==> src/rtl/simon_pkg.sv <==
// rtl/simon_pkg.sv - shared types, widths and helpers for the Simon game controller
package simon_pkg;

  localparam int COLOR_W     = 2;
  localparam int MAX_LEN_DEF = 16;
  localparam int LEVEL_W     = 6;
  localparam int NUM_BTN     = 4;

  typedef enum logic [2:0] {
    ST_IDLE     = 3'd0,
    ST_GEN      = 3'd1,
    ST_SHOW_ON  = 3'd2,
    ST_SHOW_OFF = 3'd3,
    ST_INPUT    = 3'd4,
    ST_WIN      = 3'd5,
    ST_LOSE     = 3'd6
  } state_e;

  // Largest of three cycle counts; sizes the shared delay counter.
  function automatic int max3(input int a, input int b, input int c);
    int m;
    m = (a > b) ? a : b;
    return (m > c) ? m : c;
  endfunction

  // Number of buttons that rose in the same cycle.
  function automatic logic [2:0] count_ones(input logic [NUM_BTN-1:0] v);
    logic [2:0] n;
    n = 3'd0;
    for (int i = 0; i < NUM_BTN; i++) begin
      n = n + {2'b00, v[i]};
    end
    return n;
  endfunction

  // Colour index of a one-hot button vector (lowest set bit wins).
  function automatic logic [COLOR_W-1:0] onehot_to_color(input logic [NUM_BTN-1:0] v);
    logic [COLOR_W-1:0] c;
    c = '0;
    for (int i = NUM_BTN - 1; i >= 0; i--) begin
      if (v[i]) c = COLOR_W'(i);
    end
    return c;
  endfunction

endpackage

==> src/rtl/simon_seq_mem.sv <==
// rtl/simon_seq_mem.sv - colour sequence register file, one sync write port, one async read port
module simon_seq_mem
  import simon_pkg::*;
#(
  parameter int DEPTH = MAX_LEN_DEF,
  parameter int AW    = (DEPTH > 1) ? $clog2(DEPTH) : 1
) (
  input  logic               clk,
  input  logic               rst,
  input  logic               we_i,
  input  logic [AW-1:0]      waddr_i,
  input  logic [COLOR_W-1:0] wdata_i,
  input  logic [AW-1:0]      raddr_i,
  output logic [COLOR_W-1:0] rdata_o
);

  logic [COLOR_W-1:0] mem_q [DEPTH];

  // Storage: every entry cleared by reset, single write per cycle.
  always_ff @(posedge clk or posedge rst) begin
    if (rst) begin
      for (int i = 0; i < DEPTH; i++) begin
        mem_q[i] <= '0;
      end
    end else if (we_i) begin
      mem_q[waddr_i] <= wdata_i;
    end
  end

  assign rdata_o = mem_q[raddr_i];

endmodule

==> src/rtl/simon_game_ctrl.sv <==
// rtl/simon_game_ctrl.sv - Simon game FSM; SIMON_TIMEOUT_EN enables the per-press input timeout
module simon_game_ctrl
  import simon_pkg::*;
#(
  parameter int MAX_LEN        = MAX_LEN_DEF,
  parameter int SHOW_CYCLES    = 12_000_000,
  parameter int GAP_CYCLES     = 6_000_000,
  parameter int TIMEOUT_CYCLES = 60_000_000
) (
  input  logic               clk,
  input  logic               rst,
  input  logic               start,
  input  logic [NUM_BTN-1:0] btn,
  input  logic [7:0]         lfsr_value,
  input  logic               lfsr_done,
  output logic               lfsr_en,
  output logic [NUM_BTN-1:0] led,
  output logic [LEVEL_W-1:0] level,
  output logic               busy,
  output logic               game_over,
  output logic               win
);

  localparam int MAX_CNT = max3(SHOW_CYCLES, GAP_CYCLES, TIMEOUT_CYCLES);
  localparam int CNT_W   = $clog2(MAX_CNT + 1);
  localparam int AW      = (MAX_LEN > 1) ? $clog2(MAX_LEN) : 1;

  localparam logic [CNT_W-1:0]   SHOW_LD  = CNT_W'(SHOW_CYCLES - 1);
  localparam logic [CNT_W-1:0]   GAP_LD   = CNT_W'(GAP_CYCLES - 1);
  localparam logic [LEVEL_W-1:0] LEN_FULL = LEVEL_W'(MAX_LEN);
`ifdef SIMON_TIMEOUT_EN
  localparam logic [CNT_W-1:0]   TOUT_LD  = CNT_W'(TIMEOUT_CYCLES - 1);
`endif

  state_e               state_q, state_d;
  logic [LEVEL_W-1:0]   len_q, len_d;
  logic [LEVEL_W-1:0]   idx_q, idx_d;
  logic [CNT_W-1:0]     cnt_q, cnt_d;
  logic                 start_q;
  logic [NUM_BTN-1:0]   btn_q;

  logic                 start_rise;
  logic [NUM_BTN-1:0]   btn_rise;
  logic [2:0]           rise_cnt;
  logic                 press;
  logic                 multi_press;
  logic [COLOR_W-1:0]   press_color;

  logic                 mem_we;
  logic [COLOR_W-1:0]   cur_color;
  logic                 reload;
  logic                 unused_lfsr_bits;

  assign start_rise  = start & ~start_q;
  assign btn_rise    = btn & ~btn_q;
  assign rise_cnt    = count_ones(btn_rise);
  assign press       = (rise_cnt == 3'd1);
  assign multi_press = (rise_cnt > 3'd1);
  assign press_color = onehot_to_color(btn_rise);

  // Only the low colour bits of the random value are meaningful.
  assign unused_lfsr_bits = ^lfsr_value[7:COLOR_W];

  simon_seq_mem #(
    .DEPTH (MAX_LEN),
    .AW    (AW)
  ) u_seq_mem (
    .clk     (clk),
    .rst     (rst),
    .we_i    (mem_we),
    .waddr_i (len_q[AW-1:0]),
    .wdata_i (lfsr_value[COLOR_W-1:0]),
    .raddr_i (idx_q[AW-1:0]),
    .rdata_o (cur_color)
  );

  // Delay value loaded whenever a state is (re)entered.
  function automatic logic [CNT_W-1:0] load_val(input state_e s);
    logic [CNT_W-1:0] v;
    v = '0;
    case (s)
      ST_SHOW_ON:  v = SHOW_LD;
      ST_SHOW_OFF: v = GAP_LD;
`ifdef SIMON_TIMEOUT_EN
      ST_INPUT:    v = TOUT_LD;
`endif
      default:     v = '0;
    endcase
    return v;
  endfunction

  // Next-state logic for the game flow, sequence length, step index and delay counter.
  always_comb begin
    state_d = state_q;
    len_d   = len_q;
    idx_d   = idx_q;
    cnt_d   = cnt_q;
    mem_we  = 1'b0;
    reload  = 1'b0;
    case (state_q)
      ST_IDLE, ST_WIN, ST_LOSE: begin
        if (start_rise) begin
          len_d   = '0;
          state_d = ST_GEN;
        end
      end
      ST_GEN: begin
        if (lfsr_done) begin
          mem_we  = 1'b1;
          len_d   = len_q + LEVEL_W'(1);
          idx_d   = '0;
          state_d = ST_SHOW_ON;
        end
      end
      ST_SHOW_ON: begin
        if (cnt_q == '0) begin
          state_d = ST_SHOW_OFF;
        end else begin
          cnt_d = cnt_q - CNT_W'(1);
        end
      end
      ST_SHOW_OFF: begin
        if (cnt_q == '0) begin
          if ((idx_q + LEVEL_W'(1)) < len_q) begin
            idx_d   = idx_q + LEVEL_W'(1);
            state_d = ST_SHOW_ON;
          end else begin
            idx_d   = '0;
            state_d = ST_INPUT;
          end
        end else begin
          cnt_d = cnt_q - CNT_W'(1);
        end
      end
      ST_INPUT: begin
        if (multi_press) begin
          state_d = ST_LOSE;
        end else if (press) begin
          if (press_color != cur_color) begin
            state_d = ST_LOSE;
          end else if ((idx_q + LEVEL_W'(1)) < len_q) begin
            idx_d  = idx_q + LEVEL_W'(1);
            reload = 1'b1;
          end else if (len_q == LEN_FULL) begin
            state_d = ST_WIN;
          end else begin
            state_d = ST_GEN;
          end
        end
`ifdef SIMON_TIMEOUT_EN
        else if (cnt_q == '0) begin
          state_d = ST_LOSE;
        end else begin
          cnt_d = cnt_q - CNT_W'(1);
        end
`endif
      end
      default: state_d = ST_IDLE;
    endcase
    if ((state_d != state_q) || reload) begin
      cnt_d = load_val(state_d);
    end
  end

  // State, counters and edge-detect history; reset aborts any game immediately.
  always_ff @(posedge clk or posedge rst) begin
    if (rst) begin
      state_q <= ST_IDLE;
      len_q   <= '0;
      idx_q   <= '0;
      cnt_q   <= '0;
      start_q <= 1'b0;
      btn_q   <= '0;
    end else begin
      state_q <= state_d;
      len_q   <= len_d;
      idx_q   <= idx_d;
      cnt_q   <= cnt_d;
      start_q <= start;
      btn_q   <= btn;
    end
  end

  // Display and status outputs decoded from the current state.
  always_comb begin
    led       = '0;
    lfsr_en   = 1'b0;
    busy      = 1'b0;
    game_over = 1'b0;
    win       = 1'b0;
    case (state_q)
      ST_GEN: begin
        lfsr_en = 1'b1;
        busy    = 1'b1;
      end
      ST_SHOW_ON: begin
        led  = NUM_BTN'(1) << cur_color;
        busy = 1'b1;
      end
      ST_SHOW_OFF: busy = 1'b1;
      ST_INPUT:    led = btn;
      ST_WIN: begin
        led = 4'b1111;
        win = 1'b1;
      end
      ST_LOSE:     game_over = 1'b1;
      default:     led = '0;
    endcase
  end

  assign level = len_q;

endmodule

==> config.mk <==
export PLATFORM = sky130hd
export DESIGN_NAME = simon_game_ctrl
export DESIGN_NICKNAME = d
export VERILOG_FILES = /design/src/rtl/simon_pkg.sv /design/src/rtl/simon_seq_mem.sv /design/src/rtl/simon_game_ctrl.sv
export SDC_FILE = /design/constraint.sdc
export NUM_CORES = 1
export LEC_CHECK = 0
export CORE_MARGIN = 5
export CORE_UTILIZATION = 54
export CTS_BUF_LIST = sky130_fd_sc_hd__clkbuf_16
export DETAILED_ROUTE_END_ITERATION = 12
export GPL_ROUTABILITY_DRIVEN = 0
export HOLD_SLACK_MARGIN = 0.12
export PLACE_DENSITY = 0.77
export REMOVE_ABC_BUFFERS = 1
export SYNTH_ARGS = -nofsm -noshare
export SYNTH_HDL_FRONTEND = slang
export SYNTH_SLANG_ARGS = --single-unit
==> constraint.sdc <==
create_clock -name clk -period 3 [get_ports clk]
set_input_delay 0.45 -clock clk [delete_from_list [all_inputs] [get_ports clk]]
set_output_delay 0.45 -clock clk [all_outputs]
set_load 0.005 [all_outputs]
# Word-level counts from Yosys, hierarchy flattened
# Cells that the tools add are included.
# totals
register_bits,78
elab_cells,121
in_bits,16
# op_classes
bitwise_logic,6
order_cmp,5
shift,1
n_reduce_logical,13
mux,48
n_eq_ne,20
addsub,6
# op_table
cell,n
two-way mux 26 bit,3
two-way mux 6 bit,9
case mux 24 bit (2 select lines),1
bitwise mux 32 bit,1
two-way mux 3 bit,10
logical NOT 26 bit,1
subtractor 26 x 1 -> 26 bit (second input constant),1
case mux 6 bit (3 select lines),1
case mux 3 bit (5 select lines),1
two-way mux 2 bit,7
inequality test 2 bit (second input constant),7
adder 6 x 1 -> 6 bit (second input constant),2
equality test 3 x 2 -> 1 bit (second input constant),4
case mux 4 bit (3 select lines),1
case mux 6 bit (2 select lines),1
two-way mux 1 bit,11
greater-or-equal comparator 5 bit (second input constant),2
NOT 4 -> 5 bit,2
equality test 3 bit (second input constant),3
binary-select mux 2 bit (select 4 bit),1
demux 2 bit (select 4 bit),1
AND reduction 7 bit,1
equality test 3 x 1 -> 1 bit (second input constant),2
equality test 6 x 5 -> 1 bit (second input constant),1
23 further kinds,25

# Depth between registers and ports, before layout
# Gate-level depths: netlist of run 1.
# depth
ltp_word,15
mapped_depth,15

# Modules after synthesis
# A second synthesis of run 1 with hierarchy kept.
# hier_totals
cells_unflattened,437
hier_area_um2,4418.0
# modules_own_cells
module,cells_each,area_per_inst_um2,instances
simon_game_ctrl,324,2857.7,1
simon_seq_mem,113,1560.2,1

# Worst setup path before layout of run 1
# OpenSTA, ideal clock, no wires.
# synth_path
kind,input port to flip-flop
from,input btn[1]
to,register cnt_q[7]
slack_ps,-11
stages,13
setup_ps,94
path_buffers,1
t_arrival_ps,2917
cell_sequence,nor2b_1 > fa_1 > ha_1 > inv_1 > ha_1 > nor2_1 > nand2_1 > a221oi_1 > a31oi_4 > nand4bb_1 > buf_6 > a21o_1 > a221oi_2
# synth_via
elab_chain_len,12
word_cells_on_any_way,26
# synth_rtl
item,line,rtl
"start, declared",simon_game_ctrl.sv:13,"input logic [NUM_BTN-1:0] btn,"
AND 4 bit *,simon_game_ctrl.sv:55,assign btn_rise = btn & ~btn_q;
branches (longest 5 deep; another with adder 2 x 1 -> 3 bit),--,
two-way mux 3 bit *,simon_game_ctrl.sv:136,if (multi_press) begin
case mux 3 bit (5 select lines) *,simon_game_ctrl.sv:100,case (state_q)
via state_d[2],simon_game_ctrl.sv:35,"state_e state_q, state_d;"
inequality test 3 bit,simon_game_ctrl.sv:160,if ((state_d != state_q) || reload) begin
logical OR 1 bit,simon_game_ctrl.sv:160,
inequality test 2 x 1 -> 1 bit (no source line) / nonzero test 2 bit (equally long branches),--,
AND reduction 2 bit (no source line),--,
"end signal, assigned",simon_game_ctrl.sv:178,cnt_q <= cnt_d;
"end, declared",simon_game_ctrl.sv:38,"logic [CNT_W-1:0] cnt_q, cnt_d;"
# Mark *: on every way through the listed nets, which the timed path passes.
# A chain may end at the register's enable or synchronous reset.

# Final worst setup path of run 1
# layout_path
from,register idx_q[2]
to,register cnt_q[16]
# layout_via
elab_chain_len,13
word_cells_on_any_way,28
# layout_rtl
item,line,rtl
"start, declared",simon_game_ctrl.sv:37,"logic [LEVEL_W-1:0] idx_q, idx_d;"
"start signal, assigned",simon_game_ctrl.sv:177,idx_q <= idx_d;
branches (longest 8 deep; another with adder 6 x 1 -> 6 bit),--,
case mux 3 bit (5 select lines) *,simon_game_ctrl.sv:100,
via state_d[2],simon_game_ctrl.sv:35,
inequality test 3 bit,simon_game_ctrl.sv:160,
logical OR 1 bit,simon_game_ctrl.sv:160,
inequality test 2 x 1 -> 1 bit (no source line) / nonzero test 2 bit (equally long branches),--,
AND reduction 2 bit (no source line),--,
# Mark *: on every way through the listed nets, which the timed path passes. The select of a mux whose other input is x is not followed.

==> results.json, run 1 <==
{
  "vias_per_cell": 6.20,
  "combPwrFrac_pct": 50.6,
  "fin_nets": 553,
  "vias": 3918,
  "ctsLongestPathBuffers": 2,
  "grt_pass1_vias": 3878,
  "root_buffer": "clkbuf_16",
  "ys_seq_elements": 78,
  "totalWireLength_um": 11700,
  "diodes": 0,
  "grt_pass1_wl_um": 19100,
  "fin_setup_tns_ps": -1410,
  "ant_nets": 0,
  "numPortBuffers": 23,
  "seqPwrFrac_pct": 28.9,
  "initial_core_util_pct": 55.5,
  "synth_edf_count": 0,
  "synth_flop_cell": "dfrtp_1",
  "htreeDepth": 3,
  "cts_hold_buf": 0,
  "internal-power_uw": 3470,
  "clock_latency_ps": 330,
  "yosysSeqAreaShare_pct": 42.6,
  "min_path_type": "in -> reg",
  "pwr-share-clk_pct": 20.4,
  "worstMarginPinSlew_ps": 658,
  "syn-instance-count": 445,
  "dp_hpwl_um": 7520,
  "syn_avg_cell_area_um2": 10.3,
  "grt_max_degree": 79,
  "syn_to_final_growth_pct": 27.3,
  "placementRows": 33,
  "hold_viol_final": 0,
  "syn-cell-area_um2": 4580,
  "cp_top_family": "multiplexers",
  "fin_skew_ps": 6.99,
  "hold-worst-slack_ps": 395,
  "layout_min_cycle_time_ps": 3130,
  "timing_worst_setup_path_type": "reg -> reg",
  "drv_cap": 0,
  "wl_per_cell_um": 18.6,
  "irDropWorstVdd_mv": 0.435,
  "synth_warnings": 0,
  "report.final.slew_viol_count": 0,
  "setup_viol": 17,
  "drtPass1Iterations": 5,
  "design.core.area_um2": 8260,
  "clkSinkCount": 78,
  "die_w_um": 102,
  "cts_tree": "yes",
  "cp_data_required_time_ps": 3220,
  "arrival_ps": 3350,
  "antenna_found_initial": 0,
  "drc": 0,
  "die_y_um": 102,
  "synthArstFlopShare_pct": 100,
  "first_iter_violations": 238,
  "grt_overflow": 0,
  "cp-start-kind": "flip-flop",
  "p_leak_uw": 0.00264,
  "power_density_nw_per_um2": 963,
  "cts_buffers": 9,
  "rsz0062_at_grt": "true",
  "drive_gt1_share_pct": 32.1,
  "clk_pin_slew_ps": 60,
  "crit_slowest_cell": "mux4_2",
  "final_common_cell": "dfrtp_1",
  "final_cell_mix": "78 x dfrtp_1, 48 x buf_4, 38 x nor2_1, 32 x mux2_2, 27 x nand2_1",
  "ioPinCount": 30,
  "violations": "negative setup slack",
  "die_area_um2": 10400,
  "fin_ws_ps": -130,
  "worstPathMaxFanout": 7,
  "path_cells": "buf_12, buf_4, mux4_2, mux4_2, or3_4, and3_4, a31oi_4, buf_4, nand3b_4, a21oi_1, o221a_2",
  "crit_buf_inv": 3,
  "slowest_delay_ps": 520,
  "crit_path_end_kind": "flip-flop",
  "max_freq_mhz": 319,
  "ys_types": 65,
  "fin_crit_sh_pct": 104,
  "status": "finished, violations left",
  "grt_usage_pct": 23.2,
  "max_slew_margin_pct": 55.8,
  "p_switching_uw": 2150,
  "swShare_pct": 38.2,
  "fill_cells": 569
}
==> sequential cells by signal (all words and copies together) (netlist names) <==
register	cells
state_q	3
idx_q	6
u_seq_mem.mem_q	32
level	6
cnt_q	26
start_q	1
btn_q	4
==> layout make-up <==
type                    instances  area [um^2]  share of cell area, %
well taps                     105          131                   2.25
flip-flops and latches         78         1950                   33.4
inverters                      24         91.3                   1.56
clock inverters                 7         87.6                   1.50
clock buffers                   9          225                   3.86
repair buffers                 83          732                   12.5
multi-input cells             326         2620                   44.9
==> layer usage <==
metal | vias to the layer above | GRT usage [%] | wire (um)
li1 | 1778 | - | -
met1 | 1961 | 30.8 | 4910
met2 | 151 | 38.2 | 5920
met3 | 28 | 4.23 | 659
met4 | 0 | 8.17 | 262
met5 | - | 0 | 0
==> stage by stage <==
| step | instance area, um^2 | utilization, % | setup WS (ps) | total power, uW | instances |
|---|---|---|---|---|---|
| 5_1_grt | 5840 | 70.7 | -302 | 5950 | 632 |
| 3_5_place_dp | 5180 | 62.7 | -692 | 3930 | 594 |
| 3_3_place_gp | 5180 | 62.7 | -573 | 3830 | 594 |
| 6_report | 5840 | 70.7 | -130 | 5620 | 632 |
| 2_1_floorplan | 4480 | - | -162 | 3070 | 427 |
| 4_1_cts | 5620 | 68.1 | -128 | 5300 | 618 |
==> final timing paths <==
path,cells after the start,endpoint,slack (ps),startpoint
max in group asynchronous,3,idx_q[4]$_DFFE_PP0P_,2150,rst
max,11,cnt_q[16]$_DFFE_PP0P_,-130,idx_q[2]$_DFFE_PP0P_
min in group asynchronous,3,cnt_q[2]$_DFFE_PP0P_,520,rst
max reg2reg,11,cnt_q[16]$_DFFE_PP0P_,-130,idx_q[2]$_DFFE_PP0P_
min,1,btn_q[0]$_DFF_PP0_,390,btn[0]
min reg2reg,1,u_seq_mem.mem_q[20]$_DFFE_PP0P_,510,u_seq_mem.mem_q[20]$_DFFE_PP0P_
==> power by group through the flow <==
stage	clock network (uW)	registers, uW	logic, uW
after floorplan	0	1560	1510
after global placement	0	1590	2240
after detailed placement	0	1610	2320
after CTS	1170	1600	2530
after global routing	1210	1660	3080
final	1150	1630	2850
==> cell usage after synthesis (2+ instances only) <==
cell type	n	area (um^2)
a21o_1	4	30.0
nand4_1	7	43.8
o211ai_1	2	15.0
o21a_1	2	15.0
or3_1	10	62.6
nor3b_1	4	30.0
a21boi_0	2	15.0
buf_1	2	7.51
a221oi_2	2	30.0
mux2_2	32	360
inv_1	24	90.1
mux4_2	4	90.1
nor4_1	4	25.0
o21ai_0	25	125
a21oi_1	16	80.1
o31ai_1	2	15.0
clkbuf_1	11	41.3
o211a_1	4	40.0
a22oi_1	4	30.0
nand3_1	20	100
nor3_1	19	95.1
o21bai_1	2	15.0
mux4_1	6	158
a21boi_1	2	15.0
o221a_2	2	22.5
ha_1	14	175
o22ai_1	4	25.0
nand2_1	29	109
buf_6	3	33.8
a211o_1	5	43.8
nor2b_1	6	37.5
nand2b_1	7	43.8
xnor2_1	11	96.3
a31oi_1	2	12.5
and3_1	2	12.5
xor2_1	6	52.6
dfrtp_1	78	1950
nor2_1	39	146
==> cell families after synthesis <==
kind of cell | share of synthesized area [%]
flip-flops | 42.6
AO/OA/AOI/OAI | 14.3
buffers and inverters | 4.20
adder cells (fa/ha/maj) | 4.26
multiplexers | 13.5
AND/OR/NAND/NOR | 17.6
XOR/XNOR | 3.60
==> what timing repair did <==
| action | in CTS | in global routing |
|---|---|---|
| cloned | 1 | 0 |
| pin swaps | 13 | 20 |
| buffers inserted | 8 | 14 |
| endpoints found under the setup margin | 27 | 27 |
| resized for setup | 43 | 32 |
==> worst reg2reg max path, delay by kind of cell (launching register included) <==
family | cells | cell delay, ps
compound gates | 3 | 510
buf+inv | 3 | 400
flops | 1 | 380
mux | 2 | 1020
simple gates | 3 | 710
Note: power is estimated with default switching activity, not from simulation.
==> run 2, diff against run 1 <==
--- a/config.mk
+++ b/config.mk
@@ -11,7 +11,7 @@
 export DETAILED_ROUTE_END_ITERATION = 12
 export GPL_ROUTABILITY_DRIVEN = 0
 export HOLD_SLACK_MARGIN = 0.12
-export PLACE_DENSITY = 0.77
+export PLACE_DENSITY = 0.86
 export REMOVE_ABC_BUFFERS = 1
 export SYNTH_ARGS = -nofsm -noshare
 export SYNTH_HDL_FRONTEND = slang
==> results.json, run 2 (synthesized netlist as in run 1, its figures left out) <==
{
  "grt_usage_pct": 25.2,
  "multi_input_area_um2": 2610,
  "swShare_pct": 40.1,
  "irDropWorstVdd_mv": 0.428,
  "max_freq_mhz": 317,
  "numPortBuffers": 23,
  "largest_register": "u_seq_mem.mem_q",
  "totalWireLength_um": 13000,
  "cp_data_required_time_ps": 3240,
  "vias": 4117,
  "arrival_ps": 3390,
  "root_buffer": "clkbuf_16",
  "min_path_type": "in -> reg",
  "drv_cap": 0,
  "globalRouteMet1Util_pct": 29.6,
  "hold_viol_final": 0,
  "die_area_um2": 10400,
  "cp-start-kind": "flip-flop",
  "cts_hold_buf": 0,
  "grt_max_degree": 35,
  "design.core.area_um2": 8260,
  "p_leak_uw": 0.00259,
  "grt_overflow": 0,
  "clkSinkCount": 78,
  "vias_per_cell": 6.55,
  "pre_cts_slack_ps": -727,
  "worstPathMaxFanout": 8,
  "grt_use_met2_pct": 43.8,
  "ant_nets": 0,
  "wl_per_cell_um": 20.7,
  "crit_path_end_kind": "flip-flop",
  "layout_min_cycle_time_ps": 3150,
  "fin_setup_tns_ps": -1950,
  "initial_core_util_pct": 55.5,
  "diodes": 0,
  "placementRows": 33,
  "status": "finished, violations left",
  "report.final.slew_viol_count": 0,
  "combPwrFrac_pct": 51.4,
  "dp_hpwl_um": 7960,
  "die_w_um": 102,
  "fin_skew_ps": 6.49,
  "worstMarginPinSlew_ps": 696,
  "largest_register_ffs": 32,
  "clock_latency_ps": 340,
  "rsz0062_at_grt": "true",
  "htreeDepth": 3,
  "violations": "negative setup slack",
  "grt_pass1_wl_um": 20500,
  "seqPwrFrac_pct": 30.0,
  "fin_nets": 550,
  "power_density_nw_per_um2": 950,
  "setup_viol": 23,
  "grt_pass1_vias": 4182,
  "syn_to_final_growth_pct": 25.1,
  "die_y_um": 102,
  "regArea_um2": 1950,
  "top_usage_layer": "met2",
  "totalPowerFinal_uw": 5450,
  "final_cell_mix": "77 x dfrtp_1, 52 x buf_4, 37 x nor2_1, 32 x mux2_2, 28 x nand2_1",
  "first_iter_violations": 327,
  "antenna_found_initial": 0,
  "ioPinCount": 30,
  "pwr-share-clk_pct": 18.5,
  "ctsLongestPathBuffers": 2,
  "drc": 0,
  "cts_buffers": 9,
  "final_common_cell": "dfrtp_1",
  "p_switching_uw": 2190,
  "grt_use_met3_pct": 5.39,
  "fin_crit_sh_pct": 105,
  "utilization_pct": 69.4,
  "fill_cells": 543,
  "drive_gt1_share_pct": 31.5,
  "timing_worst_setup_path_type": "reg -> reg",
  "top_regs": "u_seq_mem.mem_q: 32 flops, cnt_q: 26 flops",
  "max_slew_margin_pct": 53.3,
  "internal-power_uw": 3260,
  "clk_pin_slew_ps": 60,
  "cts_tree": "yes",
  "drtPass1Iterations": 5,
  "fin_ws_ps": -151,
  "hold-worst-slack_ps": 406
}
[run 2: what timing repair did]
action | CTS | global route
buffers inserted | 8 | 8
pin swaps | 9 | 11
setup endpoints to repair | 27 | 26
cloned | 0 | 0
gates resized for setup | 44 | 21
[run 2: cell type report]
| type | instances | share of cell area, % |
|---|---|---|
| flip-flops and latches | 78 | 34.1 |
| clock buffers | 9 | 3.93 |
| well taps | 105 | 2.29 |
| inverters | 24 | 1.57 |
| clock inverters | 7 | 0.851 |
| repair buffers | 81 | 11.8 |
| multi-input cells | 325 | 45.5 |
[run 2: layer usage]
metal	up-vias	part of all wire [%]
li1	1767	-
met5	-	0
met3	66	6.8
met4	0	4.6
met1	2059	38
met2	225	51
[run 2: critical path: stages (launching register included)]
cell	delay, ps
dfrtp_1	390
buf_12	150
buf_4	110
mux4_2	480
mux4_2	530
buf_6	160
xnor2_4	160
and3_4	230
a31oi_4	90
nand4bb_1	200
buf_6	160
a21o_1	170
a221oi_2	210
[run 2: final timing paths]
| check | depth (start not counted) | start | to | slack, ps |
|---|---|---|---|---|
| max | 12 | idx_q[2]$_DFFE_PP0P_ | cnt_q[7]$_DFFE_PP0P_ | -150 |
| min | 1 | btn[0] | btn_q[0]$_DFF_PP0_ | 410 |
| max reg2reg | 12 | idx_q[2]$_DFFE_PP0P_ | cnt_q[7]$_DFFE_PP0P_ | -150 |
| min reg2reg | 1 | u_seq_mem.mem_q[23]$_DFFE_PP0P_ | u_seq_mem.mem_q[23]$_DFFE_PP0P_ | 510 |
| max in group asynchronous | 3 | rst | state_q[2]$_DFF_PP0_ | 1600 |
| min in group asynchronous | 2 | rst | u_seq_mem.mem_q[5]$_DFFE_PP0P_ | 510 |
[run 2: power groups by stage]
| stage | Sequential, uW | Clock [uW] | Combinational, uW |
|---|---|---|---|
| finish | 1640 | 1010 | 2800 |
| global route | 1670 | 1070 | 2990 |
| CTS | 1610 | 1010 | 2520 |
| detailed placement | 1610 | 0 | 2320 |
| global placement | 1590 | 0 | 2220 |
| floorplan | 1560 | 0 | 1510 |
[run 2: per-stage QoR]
stage | cells | area [um^2]
after global placement | 597 | 5180
after global routing | 629 | 5730
after CTS | 621 | 5580
final | 629 | 5730
after detailed placement | 597 | 5180
after floorplan | 427 | 4480
